<file path="src/rtl/tppe_weight_scheduler_pkg.sv">
// rtl/tppe_weight_scheduler_pkg.sv - shared state encoding and index helpers for the weight scheduler
package tppe_weight_scheduler_pkg;

    typedef enum logic [2:0] {
        ST_IDLE,
        ST_FETCH,
        ST_WAIT_RSP,
        ST_ARMED,
        ST_ISSUE,
        ST_DRAIN
    } sched_state_e;

    function automatic int calc_cnt_w(input int n);
        return (n > 1) ? $clog2(n) : 1;
    endfunction

    function automatic int calc_addr_w(input int num_neurons, input int num_col_groups);
        return calc_cnt_w(num_neurons * num_col_groups);
    endfunction

    function automatic int scale_col_base(input int grp, input int parallel_factor);
        return grp * parallel_factor;
    endfunction

endpackage

</file>
<file path="src/rtl/tppe_weight_scheduler_pair_counter.sv">
// rtl/tppe_weight_scheduler_pair_counter.sv - nested column-group / neuron walk with flat memory address
module tppe_weight_scheduler_pair_counter
    import tppe_weight_scheduler_pkg::*;
#(
    parameter int NUM_NEURONS    = 16,
    parameter int NEURON_ID_W    = 4,
    parameter int NUM_COL_GROUPS = 4,
    parameter int ADDR_W         = calc_addr_w(NUM_NEURONS, NUM_COL_GROUPS),
    parameter int GRP_W          = calc_cnt_w(NUM_COL_GROUPS)
) (
    input  logic                   clk,
    input  logic                   rst,
    input  logic                   clear,
    input  logic                   advance,
    output logic [NEURON_ID_W-1:0] neuron_idx,
    output logic [GRP_W-1:0]       grp,
    output logic                   last_pair,
    output logic [ADDR_W-1:0]      addr
);

    logic grp_last;

    assign grp_last  = (grp == GRP_W'(NUM_COL_GROUPS - 1));
    assign last_pair = grp_last && (neuron_idx == NEURON_ID_W'(NUM_NEURONS - 1));
    assign addr      = ADDR_W'(neuron_idx) * ADDR_W'(NUM_COL_GROUPS) + ADDR_W'(grp);

    // Advancing past the last pair wraps both indices so a looping pass restarts at pair 0.
    always_ff @(posedge clk or posedge rst) begin
        if (rst) begin
            neuron_idx <= '0;
            grp        <= '0;
        end else if (clear) begin
            neuron_idx <= '0;
            grp        <= '0;
        end else if (advance) begin
            if (grp_last) begin
                grp        <= '0;
                neuron_idx <= last_pair ? '0 : neuron_idx + 1'b1;
            end else begin
                grp <= grp + 1'b1;
            end
        end
    end

endmodule

</file>
<file path="src/rtl/tppe_weight_scheduler.sv">
// rtl/tppe_weight_scheduler.sv - fetches weight patterns and issues one (neuron, column-group) pair per scan window
module tppe_weight_scheduler
    import tppe_weight_scheduler_pkg::*;
#(
    parameter int NUM_NEURONS     = 16,
    parameter int NEURON_ID_W     = 4,
    parameter int NUM_COL_GROUPS  = 4,
    parameter int PARALLEL_FACTOR = 4,
    parameter int COL_ID_W        = 4,
    parameter int T_WINDOW        = 16,
    parameter int ADDR_W          = calc_addr_w(NUM_NEURONS, NUM_COL_GROUPS),
    parameter int UNDERRUN_W      = 8
) (
    input  logic                                clk,
    input  logic                                rst,
    input  logic                                start,
    input  logic                                loop_en,
    input  logic                                abort,
    input  logic                                scan_start_en,
    output logic                                mem_req_valid,
    input  logic                                mem_req_ready,
    output logic [ADDR_W-1:0]                   mem_req_addr,
    input  logic                                mem_rsp_valid,
    input  logic [PARALLEL_FACTOR*T_WINDOW-1:0] mem_rsp_data,
    output logic                                tppe_enable,
    output logic                                weight_valid,
    output logic [NEURON_ID_W-1:0]              neuron_id,
    output logic [COL_ID_W-1:0]                 col_base,
    output logic [PARALLEL_FACTOR*T_WINDOW-1:0] weight_patterns,
    output logic                                busy,
    output logic                                done,
    output logic [UNDERRUN_W-1:0]               underrun_cnt
);

    localparam int GRP_W = calc_cnt_w(NUM_COL_GROUPS);

    sched_state_e           state_q, state_d;
    logic                   cnt_clear, cnt_advance, last_pair;
    logic                   capture, load_ids, strobe_missed;
    logic [NEURON_ID_W-1:0] neuron_idx;
    logic [GRP_W-1:0]       grp;

    tppe_weight_scheduler_pair_counter #(
        .NUM_NEURONS    (NUM_NEURONS),
        .NEURON_ID_W    (NEURON_ID_W),
        .NUM_COL_GROUPS (NUM_COL_GROUPS),
        .ADDR_W         (ADDR_W),
        .GRP_W          (GRP_W)
    ) u_pair_counter (
        .clk        (clk),
        .rst        (rst),
        .clear      (cnt_clear),
        .advance    (cnt_advance),
        .neuron_idx (neuron_idx),
        .grp        (grp),
        .last_pair  (last_pair),
        .addr       (mem_req_addr)
    );

    always_comb begin
        state_d       = state_q;
        cnt_clear     = 1'b0;
        cnt_advance   = 1'b0;
        mem_req_valid = 1'b0;
        weight_valid  = 1'b0;
        done          = 1'b0;
        capture       = 1'b0;
        load_ids      = 1'b0;
        strobe_missed = 1'b0;
        case (state_q)
            ST_IDLE: begin
                if (start && !abort) begin
                    cnt_clear = 1'b1;
                    state_d   = ST_FETCH;
                end
            end
            ST_FETCH: begin
                if (abort) begin
                    state_d = ST_IDLE;
                end else begin
                    mem_req_valid = 1'b1;
                    strobe_missed = scan_start_en;
                    if (mem_req_ready) state_d = ST_WAIT_RSP;
                end
            end
            ST_WAIT_RSP: begin
                // A response arriving with the abort is already consumed, so there is nothing to drain.
                if (abort) begin
                    state_d = mem_rsp_valid ? ST_IDLE : ST_DRAIN;
                end else begin
                    strobe_missed = scan_start_en;
                    if (mem_rsp_valid) begin
                        capture = 1'b1;
                        state_d = ST_ARMED;
                    end
                end
            end
            ST_ARMED: begin
                if (abort) begin
                    state_d = ST_IDLE;
                end else if (scan_start_en) begin
                    load_ids = 1'b1;
                    state_d  = ST_ISSUE;
                end
            end
            ST_ISSUE: begin
                if (abort) begin
                    state_d = ST_IDLE;
                end else begin
                    weight_valid = 1'b1;
                    cnt_advance  = 1'b1;
                    if (last_pair) begin
                        done    = 1'b1;
                        state_d = loop_en ? ST_FETCH : ST_IDLE;
                    end else begin
                        state_d = ST_FETCH;
                    end
                end
            end
            ST_DRAIN: begin
                if (mem_rsp_valid) state_d = ST_IDLE;
            end
            default: state_d = ST_IDLE;
        endcase
    end

    assign busy = (state_q != ST_IDLE);

    always_ff @(posedge clk or posedge rst) begin
        if (rst) begin
            state_q     <= ST_IDLE;
            tppe_enable <= 1'b0;
        end else begin
            state_q     <= state_d;
            tppe_enable <= busy;
        end
    end

    // Pair identity is latched on entry to ISSUE so it stays stable for the strobe and holds afterwards.
    always_ff @(posedge clk or posedge rst) begin
        if (rst) begin
            weight_patterns <= '0;
            neuron_id       <= '0;
            col_base        <= '0;
        end else begin
            if (capture) weight_patterns <= mem_rsp_data;
            if (load_ids) begin
                neuron_id <= neuron_idx;
                col_base  <= COL_ID_W'(scale_col_base(32'(grp), PARALLEL_FACTOR));
            end
        end
    end

    always_ff @(posedge clk or posedge rst) begin
        if (rst) begin
            underrun_cnt <= '0;
        end else if (strobe_missed && (underrun_cnt != '1)) begin
            underrun_cnt <= underrun_cnt + 1'b1;
        end
    end

endmodule
</file>
<file path="config.mk">
export PLATFORM = sky130hd
export DESIGN_NAME = tppe_weight_scheduler
export DESIGN_NICKNAME = d
export VERILOG_FILES = /design/src/rtl/tppe_weight_scheduler_pkg.sv /design/src/rtl/tppe_weight_scheduler_pair_counter.sv /design/src/rtl/tppe_weight_scheduler.sv
export SDC_FILE = /design/constraint.sdc
export NUM_CORES = 1
export LEC_CHECK = 0
export ABC_AREA = 0
export CAP_MARGIN = 20
export CORE_MARGIN = 5
export CORE_UTILIZATION = 40
export DETAILED_ROUTE_END_ITERATION = 10
export GPL_TIMING_DRIVEN = 1
export PLACE_DENSITY = 0.77
export SETUP_SLACK_MARGIN = 0.2
export SLEW_MARGIN = 5
export SYNTH_ARGS = -nofsm -noshare
export SYNTH_HDL_FRONTEND = slang
export SYNTH_SLANG_ARGS = --single-unit
</file>
<file path="constraint.sdc">
create_clock -name clk -period 3.85 [get_ports clk]
set_input_delay 0.9625 -clock clk [delete_from_list [all_inputs] [get_ports clk]]
set_output_delay 0.9625 -clock clk [all_outputs]
set_load 0.01 [all_outputs]
</file>
==> results of run 1 <==
-- how the worst min path moves through the flow --
stage	endpoint	slack (ns)
2_1_floorplan	state_q[1]	0.50
3_3_place_gp	neuron_id[2]	0.47
3_5_place_dp	weight_patterns[1]	0.48
4_1_cts	weight_patterns[43]	0.50
5_1_grt	weight_patterns[60]	0.51
6_report	neuron_id[2]	0.49
-- flip-flops by register name, summed over array words and instances (netlist names) --
name	cells
u_pair_counter.neuron_idx	4
col_base	2
tppe_enable	1
weight_patterns	64
neuron_id	4
underrun_cnt	8
u_pair_counter.grp	2
state_q	3
-- synth_stat cells, types with 2 or more instances --
library cell,number
buf_4,2
clkbuf_1,2
and4_1,4
xnor2_1,2
inv_1,3
nand2b_1,3
buf_6,2
nand2_1,9
a21oi_1,8
nor2_2,3
nand3_1,7
o21ai_0,2
mux2_1,73
nor2b_1,3
and3_1,3
nand4b_1,2
buf_2,10
dfrtp_1,88
nand4_1,5
ha_1,3
nor2_1,6
xor2_1,2
a31oi_1,3
-- power groups by stage --
stage	clock network [mW]	logic, mW	registers (mW)
global placement	0	1.47	1.53
floorplan	0	0.413	1.68
global route	0.761	1.58	1.58
CTS	0.720	1.50	1.53
finish	0.695	1.47	1.52
detailed placement	0	1.50	1.54
-- cells by family (layout without fill, tap and decap cells) --
family	after synthesis	after routing
AO/OA/AOI/OAI	19	19
XOR/XNOR	4	4
adder cells (fa/ha/maj)	3	3
buffers and inverters	20	184
flip-flops	88	88
multiplexers	74	74
other	1	2
AND/OR/NAND/NOR	52	52
-- metal layers --
metal / GRT usage / vias up
met5: 0 / -
met4: 0.0416 / 0
met3: 0.0508 / 8
met2: 0.278 / 101
met1: 0.191 / 1305
li1: - / 1248
-- stage by stage --
stage / area [um2] / setup slack, ns / hold WS [ns]
2_1_floorplan: 3670 / 0.609 / 0.501
3_3_place_gp: 5360 / 0.266 / 0.471
3_5_place_dp: 5360 / 0.272 / 0.480
4_1_cts: 5580 / 0.262 / 0.501
5_1_grt: 5580 / 0.235 / 0.509
6_report: 5580 / 0.271 / 0.493
-- final cells by class --
| type | count | share of cell area |
|---|---|---|
| clock buffers | 10 | 0.0229 |
| flip-flops and latches | 88 | 0.395 |
| well taps | 111 | 0.0249 |
| multi-input cells | 154 | 0.242 |
| clock inverters | 6 | 0.0166 |
| inverters | 4 | 0.00382 |
| repair buffers | 164 | 0.295 |
==> impl_metrics.env, run 1 <==
export IMPL_hold_viol_final=0
export IMPL_outcome="completed"
export IMPL_h_tree_depth=3
export IMPL_ys_seq_elements=88
export IMPL_port_buffers=160
export IMPL_cts_resized=0
export IMPL_cts_root_buf="clkbuf_8"
export IMPL_synthAdderAreaFrac=0.0102
export IMPL_pwr_density_cell_mw_per_mm2=662
export IMPL_fp_dieArea_mm2=0.0112
export IMPL_drv_slew=0
export IMPL_drv_cap=0
export IMPL_ys_seq_area_frac=0.601
export IMPL_power_share_clock=0.188
export IMPL_cts_num_sinks=88
export IMPL_fin_util=0.615
export IMPL_cp_slowest_cell="or4b_4"
export IMPL_syn_area_mm2=0.00366
export IMPL_ff_latch_area_mm2=0.00220
export IMPL_crit_end="done"
export IMPL_hold_depth=1
export IMPL_ys_flop_type="dfrtp_1"
export IMPL_rows=35
export IMPL_grt_overflow=0
export IMPL_r2r_cells=3
export IMPL_io_pin_count=163
export IMPL_cts_setup_buffers=0
export IMPL_fin_cells=537
export IMPL_layout_min_cycle_time_ns=3.58
export IMPL_grt_max_degree=47
export IMPL_cts_hold_fix_buffers=0
export IMPL_setup_viol=0
export IMPL_initial_core_util=0.404
export IMPL_crit_cells=4
export IMPL_p_sw_mw=1.11
export IMPL_worstHoldStart="neuron_id[2]"
export IMPL_diodes=0
export IMPL_synth_lib_cells_used_distinct=39
export IMPL_r2r_start="state_q[0]"
export IMPL_power_frac_comb=0.400
export IMPL_firstDrtPassIters=4
export IMPL_critPathKind="in2out"
export IMPL_muxShareOfSynthArea=0.227
export IMPL_max_freq_mhz=279
export IMPL_netlist_area_leader_share=0.601
export IMPL_grt_pass1_wl_um=14300
export IMPL_peakVddDrop_v=0.000346
export IMPL_dp_cells=521
export IMPL_r2r_slack_ns=2.13
export IMPL_post_route_period_util=0.930
export IMPL_via_count=2662
export IMPL_fin_skew_ns=0.0104
export IMPL_syn_area_per_cell_um2=14.0
export IMPL_finalNetCount=496
export IMPL_detail_route_vias_per_cell=4.96
export IMPL_hp_class="reg2reg"
export IMPL_cts_tree="done"
export IMPL_clock_path_buffers=2
export IMPL_ys_warn_count=0
export IMPL_relSlewSlack=0.505
export IMPL_synth_simple_area_share=0.0837
export IMPL_clock_latency_ns=0.35
export IMPL_grt_pass1_vias=2783
export IMPL_mostFrequentLayoutCell="clkdlybuf4s50_1"
export IMPL_area_growth_pct=52.2
export IMPL_wl_um=8810
export IMPL_synthCells=261
export IMPL_drt_iter0_drc=49
export IMPL_swShare=0.301
export IMPL_end_kind="primary output"
export IMPL_multi_input_comb_area_mm2=0.00135
export IMPL_synthXorXnorAreaFrac=0.00957
export IMPL_fill_cells=725
export IMPL_final_cell_mix="clkdlybuf4s50_1 (160), dfrtp_1 (88), mux2_1 (73)"
export IMPL_pwr_share_seq=0.412
export IMPL_cp_top_family="buffers and inverters"
export IMPL_wl_met3_um=552
export IMPL_drc=0
export IMPL_clk_pin_slew_worst_paths_ns=0.08
export IMPL_path_buf_inv=2
export IMPL_met1_length_um=3720
export IMPL_wl_per_cell_um=16.4
export IMPL_critPathLaunchType="input pin"
export IMPL_p_int_mw=2.58
export IMPL_synth_edff_count=0
export IMPL_met2_length_um=4440
export IMPL_grt_total_usage=0.160
export IMPL_worst_pin_slew_ns=0.742
export IMPL_numCtsBuffers=9
export IMPL_crit_required_ns=2.89
export IMPL_gp_congestion=0.814
export IMPL_chipWidth_um=106
export IMPL_die_h_um=106
export IMPL_synth_compound_gate_area_share=0.0355
export IMPL_yosysTopAreaCell="dfrtp_1"
export IMPL_power_leakage_nw=2.46
export IMPL_rsz0062_at_grt="no"
export IMPL_worst_path_max_fanout=6
export IMPL_final_setup_tns_ns=0
export IMPL_drive_gt1_frac=0.0657
export IMPL_ys_async_sr_fraction=1.00
export IMPL_drtAntennaViolNets=0
export IMPL_critPathMaxStageDelay_ns=0.55
export IMPL_design_core_area_mm2=0.00906
export IMPL_cp_arrival_ns=2.62
export IMPL_antenna_found_initial=0
export IMPL_path_cells="clkdlybuf4s50_1 -> or4b_4 -> nor2_1 -> clkdlybuf4s50_1"
export IMPL_synth_top_family_by_area="multiplexers"
export IMPL_cpMostUsedCell="clkdlybuf4s50_1"
export IMPL_top_layer_used="met4"
export IMPL_power_total_mw=3.69
export IMPL_synthTopCellsByArea="dfrtp_1 (60%), mux2_1 (22%), buf_2 (1.4%), a21oi_1 (1.1%), ha_1 (1.0%)"
export IMPL_crit_start="abort"
export IMPL_r2r_end="weight_patterns[36]"
export IMPL_dp_hpwl_um=6690
Power figures use the tool's default switching activity.
==> run 2: changes to the inputs <==
- CAP_MARGIN: 20 -> unset
==> results of run 2 <==
The final DEF is identical to that of run 1; final timing and power are the same.
==> run 3: changes to the inputs <==
--- a/config.mk
+++ b/config.mk
@@ -13,2 +13,3 @@
 export PLACE_DENSITY = 0.77
+export RECOVER_POWER = 25
 export SETUP_SLACK_MARGIN = 0.2
--- a/constraint.sdc
+++ b/constraint.sdc
@@ -3,2 +3,2 @@
 set_output_delay 0.9625 -clock clk [all_outputs]
-set_load 0.01 [all_outputs]
+set_load 0.05 [all_outputs]
==> run 3 against run 2 <==
Net effect: the flow now finishes with violations (capacitance limit, slew limit); die area stayed put; utilization barely moved; via count rose by 1.2%; register-to-register slack worse by 0.05 ns; flip-flop and latch count unchanged; combinational power is 78% higher; final area hardly changed; maximum frequency is 8.3% higher; largest cell class unchanged.
==> impl_metrics.env, run 3 (same netlist as run 1, synthesis figures left out) <==
export IMPL_r2r_cells=3
export IMPL_grt_total_usage=0.162
export IMPL_final_setup_tns_ns=0
export IMPL_fp_dieArea_mm2=0.0112
export IMPL_antenna_found_initial=0
export IMPL_cts_tree="done"
export IMPL_grt_max_degree=64
export IMPL_relSlewSlack=-0.311
export IMPL_post_route_period_util=0.859
export IMPL_grt_pass1_wl_um=14500
export IMPL_rows=35
export IMPL_gp_congestion=0.779
export IMPL_drt_iter0_drc=72
export IMPL_end_kind="primary output"
export IMPL_drv_slew=44
export IMPL_cts_num_sinks=88
export IMPL_port_buffers=160
export IMPL_initial_core_util=0.404
export IMPL_grt_overflow=0
export IMPL_pwr_density_cell_mw_per_mm2=858
export IMPL_grt_pass1_vias=2839
export IMPL_via_count=2693
export IMPL_crit_start="abort"
export IMPL_worst_pin_slew_ns=1.96
export IMPL_final_cell_mix="clkdlybuf4s50_1 (155), dfrtp_1 (88), mux2_1 (73)"
export IMPL_pre_cts_ws_ns=0.531
export IMPL_area_growth_pct=52.2
export IMPL_cts_resized=0
export IMPL_fin_skew_ns=0.0103
export IMPL_critPathKind="in2out"
export IMPL_fin_util=0.615
export IMPL_drive_gt1_frac=0.0706
export IMPL_h_tree_depth=3
export IMPL_fill_cells=749
export IMPL_clock_path_buffers=2
export IMPL_hp_class="reg2reg"
export IMPL_violations="capacitance limit, slew limit"
export IMPL_chipWidth_um=106
export IMPL_hold_viol_final=0
export IMPL_io_pin_count=163
export IMPL_detail_route_vias_per_cell=5.02
export IMPL_drc=0
export IMPL_worstHoldStart="weight_patterns[36]"
export IMPL_outcome="complete, but fails checks"
export IMPL_finalNetCount=495
export IMPL_largest_reg_flops=64
export IMPL_largest_register="weight_patterns"
export IMPL_numCtsBuffers=9
export IMPL_drtAntennaViolNets=0
export IMPL_critPathMaxStageDelay_ns=0.55
export IMPL_clk_pin_slew_worst_paths_ns=0.08
export IMPL_mostFrequentLayoutCell="clkdlybuf4s50_1"
export IMPL_largest_registers="weight_patterns (64), underrun_cnt (8)"
export IMPL_cts_root_buf="clkbuf_8"
export IMPL_r2r_start="state_q[0]"
export IMPL_rsz0062_at_grt="no"
export IMPL_wl_per_cell_um=16.4
export IMPL_cts_setup_buffers=0
export IMPL_wl_um=8780
export IMPL_critPathLaunchType="input pin"
export IMPL_crit_required_ns=2.89
export IMPL_cts_hold_fix_buffers=0
export IMPL_power_leakage_nw=2.46
export IMPL_hold_ws_ns=0.496
export IMPL_hold_depth=1
export IMPL_clock_latency_ns=0.35
export IMPL_firstDrtPassIters=4
export IMPL_setup_ws_ns=0.545
export IMPL_drv_cap=1
export IMPL_peakVddDrop_v=0.000462
export IMPL_cp_arrival_ns=2.34
export IMPL_layout_min_cycle_time_ns=3.31
export IMPL_path_cells="clkdlybuf4s50_1 -> or4b_4 -> nor2_1 -> buf_12"
export IMPL_worst_path_max_fanout=6
export IMPL_diodes=0
export IMPL_dp_hpwl_um=6630
export IMPL_max_freq_mhz=303
export IMPL_r2r_slack_ns=2.08
export IMPL_design_core_area_mm2=0.00906
export IMPL_die_h_um=106
export IMPL_setup_viol=0
export IMPL_cp_slowest_cell="or4b_4"
-- run 3: power breakdown --
part | internal (mW) | switching, mW | leakage [nW]
sequential | 1.29 | 0.230 | 1.13
clock | 0.304 | 0.332 | 0.0933
combinational | 0.918 | 1.71 | 1.24
total | 2.51 | 2.27 | 2.46
-- run 3: routing by layer --
layer,GRT usage,part of all wire,up-vias,wire length (um)
li1,-,-,1246,-
met1,0.193,0.41,1336,3610
met2,0.278,0.50,100,4410
met3,0.0447,0.068,11,595
met4,0.0620,0.018,0,158
met5,0,0,-,0
-- run 3: cell type report --
type / count / area (um2) / share of cell area
Clock buffer: 10 / 128 / 0.0229
Inverter: 4 / 21.3 / 0.00382
Timing Repair Buffer: 163 / 1670 / 0.299
Clock inverter: 6 / 67.6 / 0.0121
Multi-Input combinational cell: 154 / 1350 / 0.242
Tap cell: 111 / 139 / 0.0249
Sequential cell: 88 / 2200 / 0.395
-- run 3: final timing paths --
check,to
worst min-delay path,weight_patterns[36]
worst max register to register,weight_patterns[35]
worst max-delay path,done
min in group asynchronous,weight_patterns[15]
worst min register to register,weight_patterns[36]
max in group asynchronous,weight_patterns[43]
-- run 3: critical path: cells and delay by family --
kind	cells	cell delay, ns
buf+inv	2	0.60
simple gates	2	0.78
-- run 3: through the flow --
step | cell area [um2] | total power [mW] | instances
floorplan | 3670 | 3.22 | 262
global placement | 5380 | 4.14 | 520
detailed placement | 5380 | 4.19 | 520
CTS | 5570 | 4.84 | 536
global route | 5570 | 5.01 | 536
finish | 5570 | 4.78 | 536
